`config.mk`:
```
export PLATFORM = sky130hd
export DESIGN_NAME = if_id_queue
export DESIGN_NICKNAME = d
export VERILOG_FILES = /design/src/rtl/if_id_queue_pkg.sv /design/src/rtl/queue_ram.sv /design/src/rtl/if_id_queue.sv
export SDC_FILE = /design/constraint.sdc
export NUM_CORES = 1
export LEC_CHECK = 0
export CAP_MARGIN = 30
export CELL_PAD_IN_SITES_DETAIL_PLACEMENT = 1
export CELL_PAD_IN_SITES_GLOBAL_PLACEMENT = 1
export CORE_ASPECT_RATIO = 1.2
export CORE_MARGIN = 2
export CORE_UTILIZATION = 40
export CTS_BUF_LIST = sky130_fd_sc_hd__clkbuf_8
export DETAILED_ROUTE_END_ITERATION = 12
export GPL_ROUTABILITY_DRIVEN = 0
export PLACE_DENSITY_LB_ADDON = 0.1
export SETUP_SLACK_MARGIN = 0.3
export SLEW_MARGIN = 10
export SYNTH_ARGS = -nofsm -noshare
export SYNTH_HDL_FRONTEND = slang
export SYNTH_SLANG_ARGS = --single-unit
```
`constraint.sdc`:
```
create_clock -name clk -period 5.7 [get_ports clk]
set_input_delay 0.855 -clock clk [delete_from_list [all_inputs] [get_ports clk]]
set_output_delay 0.855 -clock clk [all_outputs]
set_load 0.1 [all_outputs]
```
`src/rtl/if_id_queue_pkg.sv`:
```
// Shared core definitions for the fetch/decode boundary: default queue geometry
// and the NOP encoding handed to decode when no fetched word is available.
package if_id_queue_pkg;

   localparam int QUEUE_DEPTH = 4;
   localparam int INSTR_LENGTH = 32;
   localparam logic [31:0] NOP = 32'b0;

endpackage

```
`src/rtl/queue_ram.sv`:
```
// Register array holding {pc, instruction} pairs: one synchronous write port,
// one asynchronous read port. Contents are not reset.
module queue_ram #(
   parameter int DEPTH = 4,
   parameter int WIDTH = 64
) (
   input  logic                     clk,
   input  logic                     we,
   input  logic [$clog2(DEPTH)-1:0] wr_addr,
   input  logic [WIDTH-1:0]         wr_data,
   input  logic [$clog2(DEPTH)-1:0] rd_addr,
   output logic [WIDTH-1:0]         rd_data
);

   logic [WIDTH-1:0] mem [DEPTH];

   always_ff @(posedge clk) begin
      if (we) mem[wr_addr] <= wr_data;
   end

   assign rd_data = mem[rd_addr];

endmodule

```
`src/rtl/if_id_queue.sv`:
```
// Show-ahead circular queue between fetch and decode; flush discards all entries
// and an empty queue presents a NOP bubble with valid_out low.
module if_id_queue
   import if_id_queue_pkg::*;
#(
   parameter int DEPTH  = QUEUE_DEPTH,
   parameter int LENGTH = INSTR_LENGTH
) (
   input  logic                       clk,
   input  logic                       rst,
   input  logic                       flush,
   input  logic                       in_valid,
   input  logic [LENGTH-1:0]          pc_in,
   input  logic [LENGTH-1:0]          instruction_in,
   input  logic                       id_freeze,
   output logic                       full,
   output logic                       valid_out,
   output logic [LENGTH-1:0]          pc_out,
   output logic [LENGTH-1:0]          instruction_out,
   output logic [$clog2(DEPTH+1)-1:0] count
);

   localparam int PTR_W = $clog2(DEPTH);
   localparam int CNT_W = $clog2(DEPTH + 1);
   localparam logic [CNT_W-1:0] FULL_CNT = CNT_W'(DEPTH);

   if (DEPTH < 2 || (DEPTH & (DEPTH - 1)) != 0) begin : g_bad_depth
      $error("if_id_queue: DEPTH must be a power of two and at least 2");
   end

   logic [PTR_W-1:0]    wr_ptr;
   logic [PTR_W-1:0]    rd_ptr;
   logic [CNT_W-1:0]    occ;
   logic                push;
   logic                pop;
   logic [2*LENGTH-1:0] head;

   // Everything below depends only on registered state plus the handshake inputs
   assign valid_out = (occ != '0);
   assign full      = (occ == FULL_CNT);
   assign count     = occ;
   assign pop       = valid_out & ~id_freeze;
   assign push      = in_valid & (~full | pop);

   always_ff @(posedge clk or negedge rst) begin
      if (!rst) begin
         wr_ptr <= '0;
         rd_ptr <= '0;
         occ    <= '0;
      end else if (flush) begin
         wr_ptr <= '0;
         rd_ptr <= '0;
         occ    <= '0;
      end else begin
         if (push) wr_ptr <= wr_ptr + 1'b1;
         if (pop)  rd_ptr <= rd_ptr + 1'b1;
         unique case ({push, pop})
            2'b10:   occ <= occ + 1'b1;
            2'b01:   occ <= occ - 1'b1;
            default: occ <= occ;
         endcase
      end
   end

   queue_ram #(
      .DEPTH (DEPTH),
      .WIDTH (2 * LENGTH)
   ) u_ram (
      .clk     (clk),
      .we      (push & ~flush),
      .wr_addr (wr_ptr),
      .wr_data ({pc_in, instruction_in}),
      .rd_addr (rd_ptr),
      .rd_data (head)
   );

   // Stale array contents are masked so decode sees a clean bubble
   assign pc_out          = valid_out ? head[2*LENGTH-1:LENGTH] : LENGTH'(NOP);
   assign instruction_out = valid_out ? head[LENGTH-1:0]        : LENGTH'(NOP);

endmodule

```
Word-level counts from Yosys, hierarchy flattened
Memory sizes are Yosys's and may differ from the RTL's.
Cells that the tools add are included.
{"block": "totals", "reg_bits": 7, "ram_bits": 256, "input_bits": 69, "output_inout_bits": 69, "word_cells": 32, "mem_count": 1}
{"block": "classes", "addsub": 4, "n_eq_ne": 3, "muxes": 10, "n_bitwise": 7, "n_reduce_logical": 4}
{"memory": "u_ram.mem", "words": 4, "word_bits": 64, "read_ports": 1, "rd_ports_with_merged_regs": 0, "write_ports": 1, "line": "queue_ram.sv:15", "source": "logic [WIDTH-1:0] mem [DEPTH];"}
{"cell": "two-way mux 32 bit", "count": 2}
{"cell": "two-way mux 2 bit", "count": 4}
{"cell": "one-hot mux 3 bit (2 select lines)", "count": 1}
{"cell": "nonzero test 3 bit", "count": 2}
{"cell": "adder 2 x 1 -> 2 bit, second input constant", "count": 2}
{"cell": "nonzero test 2 bit", "count": 2}
{"cell": "adder 3 x 1 -> 3 bit, second input constant", "count": 1}
{"cell": "AND 1 bit", "count": 3}
{"cell": "== test 3 bit, second input constant", "count": 1}
{"cell": "two-way mux 3 bit", "count": 1}
{"cell": "inverter 1 bit", "count": 3}
{"cell": "subtractor 3 x 1 -> 3 bit, second input constant", "count": 1}
{"cell": "== test 2 x 1 -> 1 bit, second input constant", "count": 1}
{"cell": "== test 2 bit, second input constant", "count": 1}
{"cell": "two-way mux 1 bit", "count": 2}
{"cell": "OR 1 bit", "count": 1}

Longest topological paths before layout
{"block": "logic_depth", "depth_word": 7, "ltp_mapped": 7, "depth_no_buf": 6}

Modules after synthesis
A second synthesis with hierarchy kept.
{"block": "unflattened", "hier_cells": 460, "hier_area_um2": 10282.4}
{"mod": "queue_ram", "instances": 1, "cells_each": 338, "area_per_inst_um2": 9341.5, "seq_area_each_um2": 7687.4}
{"mod": "if_id_queue", "instances": 1, "cells_each": 122, "area_per_inst_um2": 940.9, "seq_area_each_um2": 175.2}

Worst setup path before layout
Ideal clock, no wire load.
{"block": "synth_path", "kind": "flip-flop to flip-flop", "from": "reg occ[1], in the netlist count[1]", "to": "mem u_ram.mem[0][0] (enable)", "setup_ns": 0.578, "arrival_time_ns": 6.633, "t_required_ns": 5.122, "setup_slack_ns": -1.511, "path_stages_with_launch": 4, "path_buffers": 0, "synth_period_minus_slack_ns": 7.211, "cell_sequence": "dfrtp_1 nor3b_2 a21bo_2 nor3b_1"}
{"block": "synth_via", "elab_chain_len": 7, "word_cells_on_any_way": 9, "cone_classes": "1 x eq/ne; 2 x mux; 5 x bitwise; 1 x reduce/logical"}
{"item": "start, declared", "line": "if_id_queue.sv:33", "source": "logic [CNT_W-1:0] occ;"}
{"item": "start signal, assigned", "line": "if_id_queue.sv:58", "source": "2'b10: occ <= occ + 1'b1;"}
{"item": "start signal, assigned", "line": "if_id_queue.sv:59", "source": "2'b01: occ <= occ - 1'b1;"}
{"item": "== test 3 bit", "line": "if_id_queue.sv:40", "source": "assign full = (occ == FULL_CNT);"}
{"item": "named net full", "line": "if_id_queue.sv:16", "source": "output logic full,"}
{"item": "inverter 1 bit", "line": "if_id_queue.sv:43", "source": "assign push = in_valid & (~full | pop);"}
{"item": "OR 1 bit", "line": "if_id_queue.sv:43"}
{"item": "AND 1 bit", "line": "if_id_queue.sv:43"}
{"item": "AND 1 bit", "line": "if_id_queue.sv:70", "source": ".we (push & ~flush),"}
{"item": "two-way mux 1 bit", "line": "queue_ram.sv:18", "source": "if (we) mem[wr_addr] <= wr_data;"}
{"item": "two-way mux 1 bit (not written as such)", "line": "queue_ram.sv:18"}
{"item": "end, declared", "line": "queue_ram.sv:15"}
The timed path passes the listed nets, and every way through them passes these cells.

Worst setup path in the final report
{"block": "layout_path", "from": "reg occ[0], in the netlist count[0]", "to": "out instruction_out[2]"}
{"block": "layout_via", "elab_chain_len": 2}
{"item": "nonzero test 3 bit", "line": "if_id_queue.sv:39", "source": "assign valid_out = (occ != '0);"}
{"item": "two-way mux 32 bit", "line": "if_id_queue.sv:79", "source": "assign instruction_out = valid_out ? head[LENGTH-1:0] : LENGTH'(NOP);"}
{"item": "end, declared", "line": "if_id_queue.sv:19", "source": "output logic [LENGTH-1:0] instruction_out,"}
Every way passes these cells.

==> results by group <==
Floorplan
  – Die Y: 179.5 µm
  – Ports: 138
  – Initial Util: 40.42%
  – Die ar.: between 0.02 and 0.03 mm²
  – Core area: 0.02538 mm²
  – Die X-Extent: 150.2 µm
  – Rows: 64

Timing
  – RSZ-0062 raised after global routing: no
  – Final period utilization: 77.55%
  – Setup_tns: 0 ns
  – Max-slew violations: 0
  – Worst slew pin tran: 1.011 ns
  – Setup ws final: between 1 and 1.5 ns
  – Fin Clk Skew: between 0.015 and 0.02 ns
  – Max-slew headroom: 32.39%
  – Setup violators final: 0
  – Endpoints failing hold: 0
  – Final min period: 4.420 ns
  – Max Fclk: 0.2262 GHz

Final layout
  – Utilization after layout: 50.50%
  – Nets: between 700 and 800
  – Layout cells sized above 1: 21.08%
  – Post-Layout Cell Count: 999
  – Layout overhead on the synthesized area: 24.94%
  – Ant diodes: 0
  – Fin area: 0.01282 mm²

Worst setup path
  – CP max FO: 40
  – Crit end category: primary output
  – Worst r2r path cells: 6
  – R2r setup slk: 3.29 ns
  – CP required: around 4.9 ns
  – Reg2reg end: count[2]
  – CP Launch Point: count[0]
  – Crit-path slowest cell: clkdlybuf4s50_1
  – Crit path launch type: flip-flop
  – Largest stage delay, worst path: 1.14 ns
  – R2R Path Start: count[0]
  – Data arrival time of the worst path: about 3.6 ns
  – Worst path top cell family by delay: buffers and inverters
  – Worst path depth: 5
  – CP bufs+invs: 3
  – Critical path type: reg -> out
  – Crit-path cells: nor3_2 -> inv_2 -> buf_4 -> and2_1 -> clkdlybuf4s50_1
  – Worst setup endpoint: instruction_out[2]

GRT
  – Vias in the first global route: 5670
  – Initial antenna violation count: 0
  – First-pass GRT wire length: 32570 µm
  – GRT overflow: 0
  – Largest net degree at the start of global routing: 46
  – GRT Overall Usage: 16.02%

Synth
  – Mux share of post-synthesis cell area: 14.35%
  – Most frequent cells after synthesis: 256 x edfxtp_1, 64 x and2_1, 64 x mux4_2, 11 x clkbuf_1, 9 x buf_2
  – Post-synth ARST share: under 10%
  – Top FF cell, synth: edfxtp_1
  – Compound-cell area share of the yosys netlist: less than 1%
  – Area share of the largest cell type after synthesis: 74.92%
  – Synth area leader: edfxtp_1
  – Number of synthesized register bits: between 200 and 300
  – Synthesized Nets: 541
  – Adder-cell share of the synthesized area: 0.6828%
  – Ys Warns: 0
  – Main combinational cell family by area after synthesis: multiplexers
  – Post-Synth XOR/XNOR Area: less than 1%
  – Ranking of synthesized cells by area: edfxtp_1 75%, mux4_2 14%, and2_1 3.9%
  – Netlist cell types: 35
  – Mapped cell area: 0.01026 mm²
  – Register area share after synthesis: 76.62%
  – Syn Area/Cell: about 22 µm²
  – Top-count cell post-synth: edfxtp_1
  – Simple-gate share of the synthesized area: under 10%
  – Mapped Cells: 467
  – Number of synthesized flops with an enable pin: 256

Clock network
  – Clock Latency Late Sink: around 0.54 ns
  – Post-CTS Hold Buffers: 0
  – Clk sinks: roughly 260
  – CTS H-Tree Depth: 2
  – TritonCTS clock tree: built
  – Setup Fix Bufs, Post-CTS: 0
  – Clock root buffer: clkbuf_8
  – Clk slew on worst S/H paths: 0.06 ns
  – Cts repair resizes: 0
  – TritonCTS buffer count: 42
  – Clock Path Buffers: 3

Placement
  – Pre-CTS WS: 1.706 ns
  – Cell count after placement: 922
  – Post-DP HPWL: roughly 12000 µm
  – Placed inst area: about 0.012 mm²
  – IO buf count: 137

Power and ir drop
  – Static leakage: just over 4 nW
  – Pwr/cell area: 383.5 mW/mm²
  – Max rail drop VDD: 0.1840 mV

Drt
  – Drt initial violations: 276
  – Final WL: ~21000 µm
  – Drt via density: 5.072
  – DRC Markers: 0
  – Avg WL per Cell: 20.91 µm
  – TritonRoute pass-1 iters: 4
  – Antenna-violating nets left: 0
  – Via count: 5067

Job
  – Max Cap Viol: 0

Run status
  – Status: completed

Min path
  – Hold Crit Class: in -> async
==> worst min-delay path by stage <==
stage	startpoint	end	slack (ns)	cells after the start
floorplan	wr_ptr[1]	wr_ptr[1]	0.55	2
global placement	wr_ptr[1]	wr_ptr[1]	0.58	2
detailed placement	wr_ptr[1]	wr_ptr[1]	0.61	2
CTS	rst	count[0]	0.57	1
global route	rst	count[2]	0.58	1
finish	rst	count[0]	0.60	1
==> through the flow <==
stage               hold slack, ns  total power [mW]
detailed placement          0.6147             3.458
global placement            0.5804             3.438
finish                      0.6000             4.916
floorplan                   0.5541             3.157
global route                0.5811             5.120
CTS                         0.5712             4.996
==> final cells by class <==
| type | count | area [µm²] |
|---|---|---|
| clock buffers | 45 | 619.3 |
| clock inverters | 32 | 178.9 |
| repair buffers | 151 | 1509 |
| inverters | 4 | 15.01 |
| flip-flops and latches | 263 | 7870 |
| fillers | 2319 | 12560 |
| well taps | 330 | 412.9 |
| multi-input cells | 174 | 2215 |
==> registers in the layout, indices dropped and copies added, names as in the netlist <==
signal	flops
rd_ptr	2
count	3
u_ram.mem	256
wr_ptr	2
==> cells in the final DEF (no fill, tap or decap), drive strengths merged <==
master	n
nor3b	6
clkbuf	45
a211o	1
clkinv	17
fa	1
mux2i	2
or4	1
and2	64
dfrtp	7
mux2	1
o31ai	1
a221o	1
ha	4
or3	3
o21ai	2
nand2	1
o211ai	1
a221oi	2
clkdlybuf4s50	137
buf	14
nor2b	1
nand2b	2
mux4	64
nor2	5
bufinv	2
edfxtp	256
xnor2	1
a21oi	3
nand3	2
a21boi	1
a21bo	1
a31oi	1
nor3	2
inv	17
==> report_power, final <==
group / internal [mW] / switching [mW]
registers: 2.19 / 0.0359
clock network: 0.819 / 0.699
logic: 0.336 / 0.840
total: 3.34 / 1.57
==> cells by family after synthesis <==
kind of cell / Yosys count
buf+inv: 30
simple gates: 87
xor+xnor: 1
flops: 263
mux: 67
compound gates: 14
fa+ha+maj: 5
==> routing by layer <==
metal  up-vias  track usage, %  part of all wire (%)
met2       121           27.03                    51
met3        38           3.249                   4.3
li1       2246               -                     -
met5         -               0                     0
met4         0           4.906                   2.3
met1      2662           20.94                    42
Power figures use the tool's default switching activity.
